<file path="src/rtl/z16_pkg.sv">
// rtl/z16_pkg.sv - shared Z16 widths and fetch FSM state encoding
package z16_pkg;
  localparam int Z16_XLEN        = 16;
  localparam int Z16_INSTR_BYTES = 2;

  typedef enum logic [1:0] {
    FETCH_IDLE    = 2'd0,
    FETCH_REQ     = 2'd1,
    FETCH_DISCARD = 2'd2
  } fetch_state_e;
endpackage

</file>
<file path="src/rtl/z16_fetch_fifo.sv">
// rtl/z16_fetch_fifo.sv - prefetch FIFO holding {pc,instr} pairs with flush
module z16_fetch_fifo #(
  parameter  int DEPTH = 4,
  parameter  int WIDTH = 32,
  localparam int AW    = $clog2(DEPTH),
  localparam int CW    = AW + 1
) (
  input  logic             i_clk,
  input  logic             i_rst_n,
  input  logic             i_push,
  input  logic             i_pop,
  input  logic             i_flush,
  input  logic [WIDTH-1:0] i_wdata,
  output logic [WIDTH-1:0] o_rdata,
  output logic [CW-1:0]    o_count,
  output logic             o_full,
  output logic             o_empty
);
  logic [WIDTH-1:0] mem_q [DEPTH];
  logic [AW-1:0]    wr_ptr_q, rd_ptr_q;
  logic [CW-1:0]    count_q;
  logic             do_push, do_pop;

  assign o_full  = (count_q == CW'(DEPTH));
  assign o_empty = (count_q == '0);
  assign o_count = count_q;
  assign o_rdata = mem_q[rd_ptr_q];

  assign do_pop  = i_pop & ~o_empty & ~i_flush;
  assign do_push = i_push & (~o_full | do_pop) & ~i_flush;

  // Flush rewinds the write pointer rather than the read pointer so the head stays stable.
  always_ff @(posedge i_clk or negedge i_rst_n) begin
    if (!i_rst_n) begin
      for (int i = 0; i < DEPTH; i++) mem_q[i] <= '0;
      wr_ptr_q <= '0;
      rd_ptr_q <= '0;
      count_q  <= '0;
    end else if (i_flush) begin
      wr_ptr_q <= rd_ptr_q;
      count_q  <= '0;
    end else begin
      if (do_push) begin
        mem_q[wr_ptr_q] <= i_wdata;
        wr_ptr_q        <= wr_ptr_q + AW'(1);
      end
      if (do_pop) rd_ptr_q <= rd_ptr_q + AW'(1);
      case ({do_push, do_pop})
        2'b10:   count_q <= count_q + CW'(1);
        2'b01:   count_q <= count_q - CW'(1);
        default: count_q <= count_q;
      endcase
    end
  end
endmodule

</file>
<file path="src/rtl/z16_fetch_unit.sv">
// rtl/z16_fetch_unit.sv - Z16 fetch stage: PC walk, req/ack memory port, prefetch buffer, redirect
module z16_fetch_unit
  import z16_pkg::*;
#(
  parameter int                    DEPTH    = 4,
  parameter logic [Z16_XLEN-1:0]   RESET_PC = 16'h0000
) (
  input  logic                i_clk,
  input  logic                i_rst_n,
  output logic                o_mem_req,
  output logic [Z16_XLEN-1:0] o_mem_addr,
  input  logic                i_mem_ack,
  input  logic [Z16_XLEN-1:0] i_mem_rdata,
  output logic                o_instr_valid,
  output logic [Z16_XLEN-1:0] o_instr,
  output logic [Z16_XLEN-1:0] o_instr_pc,
  input  logic                i_instr_ready,
  input  logic                i_redirect,
  input  logic [Z16_XLEN-1:0] i_redirect_pc
);
  localparam int CW = $clog2(DEPTH) + 1;

  fetch_state_e          state_q, state_d;
  logic [Z16_XLEN-1:0]   fetch_pc_q, fetch_pc_d;
  logic [Z16_XLEN-1:0]   target_q, target_d;
  logic [Z16_XLEN-1:0]   redirect_target;
  logic                  push, pop, flush;
  logic [CW-1:0]         count;
  logic                  full, empty;
  logic [2*Z16_XLEN-1:0] head;
  logic [CW:0]           count_after;
  logic                  slot_after;

  assign redirect_target = {i_redirect_pc[Z16_XLEN-1:1], 1'b0};
  assign pop             = ~empty & i_instr_ready & ~i_redirect;
  // Occupancy after this cycle's push; decides whether another request is safe.
  assign count_after     = {1'b0, count} + (CW+1)'(1) - (CW+1)'(pop);
  assign slot_after      = (count_after < (CW+1)'(DEPTH));

  always_ff @(posedge i_clk or negedge i_rst_n) begin
    if (!i_rst_n) begin
      state_q    <= FETCH_IDLE;
      fetch_pc_q <= RESET_PC;
      target_q   <= RESET_PC;
    end else begin
      state_q    <= state_d;
      fetch_pc_q <= fetch_pc_d;
      target_q   <= target_d;
    end
  end

  always_comb begin
    state_d    = state_q;
    fetch_pc_d = fetch_pc_q;
    target_d   = target_q;
    push       = 1'b0;
    flush      = i_redirect;
    unique case (state_q)
      FETCH_IDLE: begin
        if (i_redirect)  fetch_pc_d = redirect_target;
        else if (!full)  state_d    = FETCH_REQ;
      end
      FETCH_REQ: begin
        if (i_redirect) begin
          if (i_mem_ack) begin
            fetch_pc_d = redirect_target;
            state_d    = FETCH_IDLE;
          end else begin
            target_d   = redirect_target;
            state_d    = FETCH_DISCARD;
          end
        end else if (i_mem_ack) begin
          push       = 1'b1;
          fetch_pc_d = fetch_pc_q + Z16_XLEN'(Z16_INSTR_BYTES);
          state_d    = slot_after ? FETCH_REQ : FETCH_IDLE;
        end
      end
      FETCH_DISCARD: begin
        if (i_redirect) target_d = redirect_target;
        if (i_mem_ack) begin
          fetch_pc_d = i_redirect ? redirect_target : target_q;
          state_d    = FETCH_IDLE;
        end
      end
      default: state_d = FETCH_IDLE;
    endcase
  end

  z16_fetch_fifo #(
    .DEPTH (DEPTH),
    .WIDTH (2*Z16_XLEN)
  ) u_fifo (
    .i_clk   (i_clk),
    .i_rst_n (i_rst_n),
    .i_push  (push),
    .i_pop   (pop),
    .i_flush (flush),
    .i_wdata ({fetch_pc_q, i_mem_rdata}),
    .o_rdata (head),
    .o_count (count),
    .o_full  (full),
    .o_empty (empty)
  );

  assign o_mem_req     = (state_q != FETCH_IDLE);
  assign o_mem_addr    = fetch_pc_q;
  assign o_instr_valid = ~empty;
  assign o_instr       = head[Z16_XLEN-1:0];
  assign o_instr_pc    = head[2*Z16_XLEN-1:Z16_XLEN];
endmodule

</file>
<file path="config.mk">
export PLATFORM = sky130hd
export DESIGN_NAME = z16_fetch_unit
export DESIGN_NICKNAME = d
export VERILOG_FILES = /design/src/rtl/z16_pkg.sv /design/src/rtl/z16_fetch_fifo.sv /design/src/rtl/z16_fetch_unit.sv
export SDC_FILE = /design/constraint.sdc
export NUM_CORES = 1
export LEC_CHECK = 0
export ABC_CLOCK_PERIOD_IN_PS = 1800
export BUFFER_PORTS_ARGS = -buffer_cell sky130_fd_sc_hd__buf_2
export CORE_MARGIN = 2
export CORE_UTILIZATION = 54
export CTS_CLUSTER_SIZE = 28
export DETAILED_ROUTE_END_ITERATION = 8
export PLACE_DENSITY = 0.77
export SYNTH_ARGS = -nofsm -noshare
export SYNTH_HDL_FRONTEND = slang
export SYNTH_SLANG_ARGS = --single-unit
</file>
<file path="constraint.sdc">
create_clock -name i_clk -period 1.8 [get_ports i_clk]
set_input_delay 0.09 -clock i_clk [delete_from_list [all_inputs] [get_ports i_clk]]
set_output_delay 0.09 -clock i_clk [all_outputs]
set_load 0.02 [all_outputs]
</file>
==> results.rst, run 1 <==
.. list-table::
   :header-rows: 1

   * - Metric
     - Value
   * - CP Class
     - register to register
   * - Routed wire length per instance
     - 24.2 um
   * - Vias in the first global route
     - 6632
   * - Num ports
     - 87
   * - Post-synth cell types
     - 67
   * - Global-route total usage across every layer
     - 0.276
   * - Critical path launch point type
     - register
   * - Number of placement rows
     - 47
   * - Total CTS buffers
     - 17
   * - NetSw
     - 0.00899 W
   * - Static Leakage
     - 5.72 nW
   * - Hold Worst Slack
     - 0.154 ns
   * - Logic gate share of total power
     - 0.555
   * - Endpoint kind of the worst setup timing path
     - register
   * - Effective utilization at floorplan
     - 0.545
   * - Vias
     - 6328
   * - Power density normalized to cell area
     - 1990 mW/mm2
   * - Synth-to-layout area growth
     - 33.5%
   * - Most frequent cells after synthesis
     - dfrtp_1 (169), mux2_4 (120), mux4_2 (32)
   * - Internal Pwr Total
     - 0.0148 W
   * - Total negative setup slack
     - -17.00 ns
   * - Number of pins exceeding their max-slew limit in the final report
     - 0
   * - Worst rel slew slack
     - 0.687
   * - Number of warnings reported in the yosys synthesis log
     - 0
   * - Data required time of the critical path
     - 2.11 ns
   * - Core area
     - 0.0164 mm2
   * - Remaining design rule violation count
     - 0
   * - Final setup skew
     - 0.0128 ns
   * - Biggest area contributors in the synthesized netlist
     - dfrtp_1 (47%), mux2_4 (20%), mux4_2 (8.1%), mux2_2 (3.5%), buf_12 (2.7%)
   * - H-tree Lvls
     - 4
   * - Slew at the pin closest to its max-slew limit
     - 0.466 ns
   * - 1st-pass router iterations
     - 5
   * - DPL Wire Length
     - 14600 um
   * - Clk pin slew, worst setup/hold paths
     - 0.07 ns
   * - Run status
     - finished with violations
   * - Number of maximum-capacitance violations
     - 0
   * - Synthesized instance count
     - 614
   * - Worst-skew pair later-pin latency
     - 0.43 ns
   * - Placed inst area
     - 0.0102 mm2
   * - Setup repair after global routing missed its margin
     - yes
   * - Time the final worst path needs with I/O delays and setup
     - 1.95 ns
   * - Worst min-delay path class
     - input pin to asynchronous set/reset pin
   * - Average vias per placed instance
     - 6.05
   * - Share of the clock period used by the worst path
     - 1.08
   * - Global placer's final weighted congestion
     - 0.897
   * - Async set-or-reset flop fraction in the synthesized netlist
     - 1.00
   * - Port bufs
     - 85
   * - CTS max path bufs
     - 2
   * - Main synth FF type
     - dfrtp_1
   * - Pin count of the biggest net entering global routing
     - 57
   * - Highest net fanout along the worst path
     - 8
   * - Initial DRC Count
     - 530
   * - Final worst setup slack
     - -0.151 ns
   * - DIE WIDTH
     - 133 um
   * - Most frequently used cell type in the post-synthesis netlist
     - dfrtp_1
   * - Final core utilization
     - 0.728
   * - Part of the total power dissipated in sequential elements
     - 0.289
   * - Final Hold Fails
     - 0
   * - Nets
     - 860
   * - Initial antenna violation count
     - 0
   * - TritonCTS clock tree
     - yes
   * - Finish-stage setup viols
     - 171
   * - Tot Pwr
     - 0.0238 W
   * - Synthesized area per cell
     - 14.6 um2
   * - Area share of the largest cell type after synthesis
     - 0.473
   * - Highest attainable clock frequency
     - 513 MHz
   * - Portion of the post-synthesis area used by sequential elements
     - 0.473
   * - Synthesized net count
     - 661
   * - Design area
     - 0.0119 mm2
   * - Power share of the clock group
     - 0.156
   * - Cell at the root of the clock tree
     - clkbuf_16
   * - Synthesized cell area
     - 0.00895 mm2
   * - CP arrival
     - 2.27 ns
   * - Global-route wire length before repair
     - 37500 um
   * - Total Routed Length
     - 25400 um
   * - Area enclosed by the die boundary
     - 0.0176 mm2
   * - Residual overflow from global routing
     - 0
   * - Proportion of total power due to net switching
     - 0.378
   * - FF+latch count, synth
     - 169
   * - Most area-hungry cell type in the Yosys netlist
     - dfrtp_1
   * - Fraction of layout cells with a size suffix above 1
     - 0.570
   * - Remaining antenna violation count
     - 0
   * - Max rail drop VDD
     - 0.00128 V
   * - Diode count
     - 0
   * - Violated checks
     - negative setup slack
   * - Clock sink count
     - 169
   * - Overall die height
     - 133 um
   * - Number of enable-type register cells in the synthesized netlist
     - 0
-- worst max-delay path, stage by stage, from the launching register on --
cell	delay (ns)
dfrtp_1	0.39
or3b_4	0.41
o211a_4	0.27
buf_12	0.15
nand2_8	0.13
buf_12	0.16
mux2_4	0.31
-- cells by family (layout without fill, tap and decap cells) --
kind of cell,after synthesis,count (layout),share of synthesized area
AOI/OAI and AO/OA,94,94,0.0747
xor gates and xnor gates,5,5,0.00489
adders and majority gates,10,10,0.0148
buffers and inverters,62,270,0.0512
DFF,169,169,0.473
muxes,180,180,0.317
and+or+nand+nor,94,98,0.0645
-- metrics by stage --
step / setup slack (ns) / instances
CTS: -0.124 / 1032
floorplan: -0.128 / 614
finish: -0.151 / 1046
global placement: -0.104 / 955
detailed placement: -0.116 / 955
global route: -0.190 / 1046
-- path summary, 6_finish.rpt --
check	start	endpoint	slack, ns	cells past startpoint
worst min register to register	target_q[0]	target_q[0]	0.50	1
worst max-delay path	u_fifo.o_count[0]	u_fifo.mem_q[103]	-0.15	6
min in group i_clk	i_mem_ack	u_fifo.o_count[2]	0.17	4
worst min-delay path	i_rst_n	u_fifo.mem_q[106]	0.15	2
max in group asynchronous	i_rst_n	u_fifo.wr_ptr_q[0]	0.94	3
worst max register to register	u_fifo.o_count[0]	u_fifo.mem_q[103]	-0.15	6
-- sequential cells by signal, summed over array words and instances (netlist names) --
| signal | count |
|---|---|
| u_fifo.o_count | 3 |
| target_q | 16 |
| state_q | 2 |
| o_mem_addr | 16 |
| u_fifo.wr_ptr_q | 2 |
| u_fifo.rd_ptr_q | 2 |
| u_fifo.mem_q | 128 |
-- placed cells by master (no fill, tap or decap), types with 5 or more instances in the layout --
master and n:
o21ai_1 9, o21ai_2 6, buf_12 22, ha_1 6, o21ai_0 10, mux2_4 139
dfrtp_1 167, buf_6 43, dlygate4sd3_1 32, inv_1 8, a221oi_2 7, buf_2 64
clkbuf_16 21, a21oi_1 6, nand4_1 5, nor2_1 22, buf_4 60, nand2_8 5
nand3_1 5, mux4_2 32, nand2_1 11, mux2_2 9
-- routing by layer --
| metal | part of all wire | vias to the layer above | global-route usage |
|---|---|---|---|
| met4 | 0.035 | 0 | 0.115 |
| met2 | 0.51 | 253 | 0.458 |
| met5 | 0 | - | 0 |
| li1 | - | 2708 | - |
| met1 | 0.41 | 3292 | 0.356 |
| met3 | 0.043 | 75 | 0.0567 |
-- timing repair --
item / 4_1_cts / 5_1_grt
hold buffers: 32 / 0
buffers inserted: 9 / 10
resized for setup: 52 / 117
cloned: 5 / 6
setup endpoints to repair: 187 / 189
pin swaps: 8 / 18
endpoints found under the hold margin: 194 / 0
-- layout make-up --
type | count | area [um2]
Inverter | 12 | 48.8
Tap cell | 220 | 275
Fill cell | 975 | 4460
Sequential cell | 169 | 4230
Timing Repair Buffer | 226 | 2130
Multi-Input combinational cell | 387 | 4670
Clock buffer | 20 | 447
Clock inverter | 12 | 140
-- power groups by stage --
stage               clock network [W]  registers [W]  logic, W
floorplan                           0        0.00645   0.00722
global placement                    0        0.00653    0.0102
detailed placement                  0        0.00669    0.0105
CTS                           0.00371        0.00670    0.0114
global route                  0.00389        0.00699    0.0138
finish                        0.00371        0.00686    0.0132
Power figures use the tool's default switching activity.
==> inputs of run 2 (changes only) <==
==> constraint.sdc (replaced) <==
create_clock -name i_clk -period 1.8 [get_ports i_clk]
set_input_delay 0.18 -clock i_clk [delete_from_list [all_inputs] [get_ports i_clk]]
set_output_delay 0.18 -clock i_clk [all_outputs]
set_load 0.02 [all_outputs]
==> run 2 against run 1 <==
  * The run still ends with negative setup slack left
  * Critical path type unchanged
  * Largest cell class unchanged
  * Via count up 0.74%
  * Wire length up 0.57%
  * Core utilization up 0.69 points
  * Setup slack worse by 0.10 ns
  * Total power up 2.7%
  * First-iteration DRC count down 2.5%
  * Critical endpoint is now u_fifo.mem_q[115]
  * Clock skew down 0.0016 ns
  * Cell area up 0.94%
  * Combinational power about the same
  * Global-route usage up 0.67 points
  * Maximum frequency down 5.1%
  * Cell count down 1.3%
==> results.rst, run 2 (synthesis gave the netlist of run 1 again) <==
.. list-table::
   :header-rows: 1

   * - Metric
     - Value
   * - Worst min-delay path class
     - input pin to register (was input pin to asynchronous set/reset pin)
   * - Static Leakage
     - 5.86 nW (was 5.72 nW)
   * - Capture instance of the worst register-to-register path
     - u_fifo.mem_q[115] (was u_fifo.mem_q[103])
   * - Highest net fanout along the worst path
     - 5 (was 8)
   * - Fill cell total of the finished layout
     - 924 (was 975)
   * - Launch point of the worst reg-to-reg path
     - state_q[1] (was u_fifo.o_count[0])
   * - CP Class
     - register to register (unchanged)
   * - CTS max path bufs
     - 2 (unchanged)
   * - Total Routed Length
     - 25500 um (was 25400 um)
   * - Synth-to-layout area growth
     - 34.8% (was 33.5%)
   * - Initial antenna violation count
     - 0 (unchanged)
   * - Worst R2R Path Depth
     - 9 (was 6)
   * - Global-route total usage across every layer
     - 0.283 (was 0.276)
   * - Total negative setup slack
     - -31.86 ns (was -17.00 ns)
   * - Diode count
     - 0 (unchanged)
   * - Residual overflow from global routing
     - 0 (unchanged)
   * - Critical-path cell with the highest stage delay
     - dfrtp_1 (was or3b_4)
   * - Hold Worst Slack
     - 0.0224 ns (was 0.154 ns)
   * - Area enclosed by the die boundary
     - 0.0176 mm2 (unchanged)
   * - Slew at the pin closest to its max-slew limit
     - 0.471 ns (was 0.466 ns)
   * - Tot Pwr
     - 0.0244 W (was 0.0238 W)
   * - Number of pins exceeding their max-slew limit in the final report
     - 0 (unchanged)
   * - Largest stage delay, worst path
     - 0.42 ns (was 0.41 ns)
   * - Run status
     - finished with violations (unchanged)
   * - Average vias per placed instance
     - 6.18 (was 6.05)
   * - Register name with the most flops
     - u_fifo.mem_q (unchanged)
   * - Crit-path cells
     - inv_2 -> ha_4 -> and2b_2 -> o211a_4 -> buf_12 -> nand2_8 -> buf_4 -> buf_12 -> mux2_4 (was or3b_4 -> o211a_4 -> buf_12 -> nand2_8 -> buf_12 -> mux2_4)
   * - Remaining antenna violation count
     - 0 (unchanged)
   * - Number of flip-flops in the largest register
     - 128 (unchanged)
   * - Core area
     - 0.0164 mm2 (unchanged)
   * - Number of maximum-capacitance violations
     - 0 (unchanged)
   * - Finish-stage setup viols
     - 195 (was 171)
   * - Dpl ws
     - -0.310 ns (was -0.116 ns)
   * - Fraction of layout cells with a size suffix above 1
     - 0.600 (was 0.570)
   * - Leading cell type in the layout, fill and taps excluded
     - dfrtp_1 (unchanged)
   * - Pin count of the biggest net entering global routing
     - 58 (was 57)
   * - Most used cell along the critical path
     - buf_12 (unchanged)
   * - H-tree Lvls
     - 4 (unchanged)
   * - Share of the clock period used by the worst path
     - 1.14 (was 1.08)
   * - Final core utilization
     - 0.735 (was 0.728)
   * - Clock sink count
     - 169 (unchanged)
   * - Final worst setup slack
     - -0.256 ns (was -0.151 ns)
   * - Number of placement rows
     - 47 (unchanged)
   * - Worst setup path end
     - u_fifo.mem_q[115] (was u_fifo.mem_q[103])
   * - DPL Wire Length
     - 14400 um (was 14600 um)
   * - Final Hold Fails
     - 0 (unchanged)
   * - Clk pin slew, worst setup/hold paths
     - 0.06 ns (was 0.07 ns)
   * - Power density normalized to cell area
     - 2030 mW/mm2 (was 1990 mW/mm2)
   * - Global placer's final weighted congestion
     - 0.925 (was 0.897)
   * - CP arrival
     - 2.37 ns (was 2.27 ns)
   * - Time the final worst path needs with I/O delays and setup
     - 2.06 ns (was 1.95 ns)
   * - Worst R2R Setup Slack
     - -0.26 ns (was -0.15 ns)
   * - Remaining design rule violation count
     - 0 (unchanged)
   * - Data required time of the critical path
     - 2.11 ns (about the same)
   * - Highest attainable clock frequency
     - 486 MHz (was 513 MHz)
   * - Cell at the root of the clock tree
     - clkbuf_16 (unchanged)
   * - DIE WIDTH
     - 133 um (unchanged)
   * - Nets
     - 846 (was 860)
   * - Setup repair after global routing missed its margin
     - yes (unchanged)
   * - Total CTS buffers
     - 17 (unchanged)
   * - Violated checks
     - negative setup slack (unchanged)
   * - Routed wire length per instance
     - 24.7 um (was 24.2 um)
   * - Timing startpoint of the critical path
     - state_q[1] (was u_fifo.o_count[0])
   * - Vias
     - 6375 (was 6328)
   * - Critical path launch point type
     - register (unchanged)
   * - Overall die height
     - 133 um (unchanged)
   * - Port bufs
     - 85 (unchanged)
   * - Effective utilization at floorplan
     - 0.545 (unchanged)
   * - Worst-skew pair later-pin latency
     - 0.44 ns (was 0.43 ns)
   * - 1st-pass router iterations
     - 5 (unchanged)
   * - Final setup skew
     - 0.0112 ns (was 0.0128 ns)
   * - Leading cell types in the layout, fill and taps excluded
     - dfrtp_1 (168), mux2_4 (143), buf_2 (64), buf_4 (61), buf_6 (47) (was dfrtp_1 (167), mux2_4 (139), buf_2 (64), buf_4 (60), buf_6 (43))
   * - Vias in the first global route
     - 6732 (was 6632)
   * - Max rail drop VDD
     - 0.00140 V (was 0.00128 V)
   * - Initial DRC Count
     - 517 (was 530)
   * - Worst rel slew slack
     - 0.684 (was 0.687)
   * - Endpoint kind of the worst setup timing path
     - register (unchanged)
   * - Num ports
     - 87 (unchanged)
   * - Global-route wire length before repair
     - 38400 um (was 37500 um)
   * - TritonCTS clock tree
     - yes (unchanged)
-- run 2: changes by cell type in the layout (fill, tap and decap cells not counted), moves of 4 or more --
cell,previous run,this run
buf_12,22,30
buf_6,43,47
dlygate4sd3_1,32,3
mux2_2,9,5
mux2_4,139,143
-- run 2: metal layers --
metal	vias up	global-route usage	wire, um
li1	2677	-	-
met1	3257	0.365	10100
met2	343	0.477	12900
met3	98	0.0525	1440
met4	0	0.108	1080
met5	-	0	0
-- run 2: layout make-up --
cell class	instances	area, um2	share of cell area
Clock buffer	19	443	0.0367
Clock inverter	13	215	0.0178
Inverter	12	51.3	0.00425
Multi-Input combinational cell	386	4710	0.390
Sequential cell	169	4230	0.351
Tap cell	220	275	0.0228
Timing Repair Buffer	213	2140	0.177
-- run 2: worst min-delay path by stage --
stage / start / to / slack, ns / depth (start not counted)
final: i_redirect_pc[9] / target_q[9] / 0.02 / 2
after global routing: i_redirect_pc[9] / target_q[9] / 0.008 / 2
after CTS: i_redirect_pc[9] / target_q[9] / 0.005 / 2
after detailed placement: i_rst_n / u_fifo.mem_q[106] / 0.12 / 1
after global placement: i_rst_n / u_fifo.mem_q[106] / 0.11 / 1
after floorplan: i_rst_n / o_mem_addr[0] / -0.12 / 0
-- run 2: critical path, delay by kind of cell, from the launching register on --
kind	cells	cell delay (ns)
muxes	1	0.30
adders and majority gates	1	0.16
buffers and inverters	4	0.57
AOI/OAI and AO/OA	1	0.22
and+or+nand+nor	2	0.26
DFF	1	0.42
-- run 2: metrics by stage --
| step | cell area [um2] | instances |
|---|---|---|
| floorplan | 8990 | 614 |
| global placement | 10000 | 946 |
| detailed placement | 10000 | 946 |
| CTS | 11500 | 1020 |
| global route | 12100 | 1032 |
| finish | 12100 | 1032 |
-- run 2: power by group --
group / leakage, nW / switching, W / total (W) / internal, W
combinational: 3.42 / 0.00616 / 0.0135 / 0.00731
clock: 0.319 / 0.00161 / 0.00414 / 0.00252
sequential: 2.12 / 0.00131 / 0.00682 / 0.00551
total: 5.86 / 0.00908 / 0.0244 / 0.0153
-- run 2: timing repair --
action / in CTS / in global routing
buffers inserted: 28 / 18
endpoints found under the setup margin: 191 / 196
gates cloned: 11 / 5
gates resized for setup: 66 / 124
pin swaps: 11 / 24
hold buffers: 3 / 0
hold endpoints to repair: 38 / 0
==> inputs of run 3 (changes only) <==
- CORE_UTILIZATION: 54 -> 44
- PLACE_DENSITY: 0.77 -> not set
==> run 3 against run 2 <==
  * The run still ends with negative setup slack left
  * Setup slack better by 0.061 ns
  * Clock skew decreased by 0.0015 ns
  * Hold slack lost 0.0012 ns
  * Global-route usage shrank 6.3 points
  * Largest cell class unchanged
==> results.rst, run 3 (synthesis gave the netlist of run 1 again) <==
.. list-table::
   :header-rows: 1

   * - Metric
     - Value
   * - H-tree Lvls
     - 4 (unchanged)
   * - DPL Wire Length
     - 14900 um (was 14400 um)
   * - Finish-stage setup viols
     - 172 (was 195)
   * - Leading cell types in the layout, fill and taps excluded
     - dfrtp_1 (167), mux2_4 (128), buf_2 (64), buf_4 (61), buf_6 (40) (was dfrtp_1 (168), mux2_4 (143), buf_2 (64), buf_4 (61), buf_6 (47))
   * - CTS max path bufs
     - 2 (unchanged)
   * - Pin count of the biggest net entering global routing
     - 57 (was 58)
   * - Number of pins exceeding their max-slew limit in the final report
     - 0 (unchanged)
   * - Critical path launch point type
     - register (unchanged)
   * - TritonCTS clock tree
     - yes (unchanged)
   * - Remaining antenna violation count
     - 0 (unchanged)
   * - Global-route total usage across every layer
     - 0.220 (was 0.283)
   * - Routed wire length per instance
     - 21.7 um (was 24.7 um)
   * - Capture instance of the worst register-to-register path
     - u_fifo.mem_q[4] (was u_fifo.mem_q[115])
   * - Highest net fanout along the worst path
     - 9 (was 5)
   * - Remaining design rule violation count
     - 0 (unchanged)
   * - Worst rel slew slack
     - 0.647 (was 0.684)
   * - Port bufs
     - 85 (unchanged)
   * - Global-route wire length before repair
     - 37000 um (was 38400 um)
   * - Core area
     - 0.0201 mm2 (was 0.0164 mm2)
   * - Vias in the first global route
     - 6454 (was 6732)
   * - Worst R2R Setup Slack
     - -0.18 ns (was -0.26 ns)
   * - Endpoint kind of the worst setup timing path
     - output pin (was register)
   * - Timing startpoint of the critical path
     - u_fifo.rd_ptr_q[0] (was state_q[1])
   * - Share of the clock period used by the worst path
     - 1.11 (was 1.14)
   * - Global placer's final weighted congestion
     - 0.864 (was 0.925)
   * - Area enclosed by the die boundary
     - 0.0215 mm2 (was 0.0176 mm2)
   * - CP arrival
     - 1.81 ns (was 2.37 ns)
   * - Run status
     - finished with violations (unchanged)
   * - Residual overflow from global routing
     - 0 (unchanged)
   * - Effective utilization at floorplan
     - 0.445 (was 0.545)
   * - Diode count
     - 0 (unchanged)
   * - Num ports
     - 87 (unchanged)
   * - Violated checks
     - negative setup slack (unchanged)
   * - Power density normalized to cell area
     - 1970 mW/mm2 (was 2030 mW/mm2)
   * - Worst R2R Path Depth
     - 9 (unchanged)
   * - Worst-skew pair later-pin latency
     - 0.43 ns (was 0.44 ns)
   * - Final Hold Fails
     - 0 (unchanged)
   * - Synth-to-layout area growth
     - 30.7% (was 34.8%)
   * - CP Class
     - register to output pin (was register to register)
   * - Placed inst area
     - 0.0101 mm2 (was 0.0100 mm2)
   * - Hold Worst Slack
     - 0.0212 ns (was 0.0224 ns)
   * - Nets
     - 831 (was 846)
   * - Number of placement rows
     - 52 (was 47)
   * - Clock sink count
     - 169 (unchanged)
   * - Final core utilization
     - 0.582 (was 0.735)
   * - Overall die height
     - 147 um (was 133 um)
   * - Slew at the pin closest to its max-slew limit
     - 0.525 ns (was 0.471 ns)
   * - Number of flip-flops in the largest register
     - 128 (unchanged)
   * - Leading cell type in the layout, fill and taps excluded
     - dfrtp_1 (unchanged)
   * - Final worst setup slack
     - -0.195 ns (was -0.256 ns)
   * - Cell at the root of the clock tree
     - clkbuf_16 (unchanged)
   * - Data required time of the critical path
     - 1.62 ns (was 2.11 ns)
   * - Vias
     - 5919 (was 6375)
   * - Final setup skew
     - 0.00975 ns (was 0.0112 ns)
   * - Placed cell count
     - 999 (was 946)
   * - Highest attainable clock frequency
     - 501 MHz (was 486 MHz)
   * - Initial antenna violation count
     - 0 (unchanged)
   * - DIE WIDTH
     - 147 um (was 133 um)
   * - Launch point of the worst reg-to-reg path
     - state_q[1] (unchanged)
   * - Design area
     - 0.0117 mm2 (was 0.0121 mm2)
   * - Static Leakage
     - 5.59 nW (was 5.86 nW)
   * - Worst min-delay path class
     - input pin to register (unchanged)
   * - Initial DRC Count
     - 318 (was 517)
   * - Final non-filler cell total
     - 1064 (was 1032)
   * - Clk pin slew, worst setup/hold paths
     - 0.06 ns (about the same)
   * - Register name with the most flops
     - u_fifo.mem_q (unchanged)
   * - Total CTS buffers
     - 17 (unchanged)
   * - Total negative setup slack
     - -18.05 ns (was -31.86 ns)
   * - Worst setup path end
     - o_instr_pc[6] (was u_fifo.mem_q[115])
   * - Setup repair after global routing missed its margin
     - yes (unchanged)
   * - Number of maximum-capacitance violations
     - 0 (unchanged)
   * - 1st-pass router iterations
     - 5 (unchanged)
   * - Max rail drop VDD
     - 0.00111 V (was 0.00140 V)
   * - Total Routed Length
     - 23100 um (was 25500 um)
   * - Fraction of layout cells with a size suffix above 1
     - 0.593 (was 0.600)
   * - Average vias per placed instance
     - 5.56 (was 6.18)
   * - Time the final worst path needs with I/O delays and setup
     - 1.99 ns (was 2.06 ns)
run 3: layout make-up:
type                       instances  area, um2
fill                            1576       8410
sequential                       169       4230
tap                              270        338
inverter                          12       52.6
multi-input combinational        385       4620
clock inverter                    10        120
clock buffer                      19        453
timing repair buffer             199       1880
run 3: repair_timing:
item,in CTS,in global routing
endpoints found under the setup margin,192,194
endpoints found under the hold margin,41,0
pin swaps,15,22
hold buffers,4,0
cloned,7,3
setup buffers,18,10
resized for setup,94,76
run 3: how the worst min path moves through the flow:
stage | end | slack (ns) | cells after the start | startpoint
global placement | u_fifo.mem_q[9] | 0.12 | 1 | i_rst_n
floorplan | o_mem_addr[0] | -0.12 | 0 | i_rst_n
global route | target_q[9] | 0.008 | 2 | i_redirect_pc[9]
CTS | target_q[9] | 0.005 | 2 | i_redirect_pc[9]
detailed placement | u_fifo.mem_q[73] | 0.12 | 1 | i_rst_n
finish | target_q[2] | 0.02 | 2 | i_redirect_pc[2]
run 3: worst max-delay path: stages, from the launching register on:
cell and delay (ns):
dfrtp_2 0.39, buf_12 0.13, buf_12 0.15, mux4_2 0.54, buf_2 0.18
run 3: power by group:
group          switching [W]  internal, W  leakage [nW]
sequential           0.00110      0.00551          2.12
combinational        0.00580      0.00703          3.18
clock                0.00153      0.00211         0.283
run 3: layer usage:
metal  up-vias  global-route usage  wire length (um)
met5         -                   0                 0
met1      3114               0.294             10200
met4         0              0.0631               307
li1       2648                   -                 -
met2       135               0.370             11900
met3        22              0.0388               748
run 3: through the flow:
| stage | worst slack (ns) | power (W) |
|---|---|---|
| after floorplan | -0.128 | 0.0137 |
| after global placement | -0.132 | 0.0167 |
| after detailed placement | -0.184 | 0.0170 |
| after CTS | -0.189 | 0.0220 |
| after global routing | -0.237 | 0.0243 |
| final | -0.195 | 0.0231 |
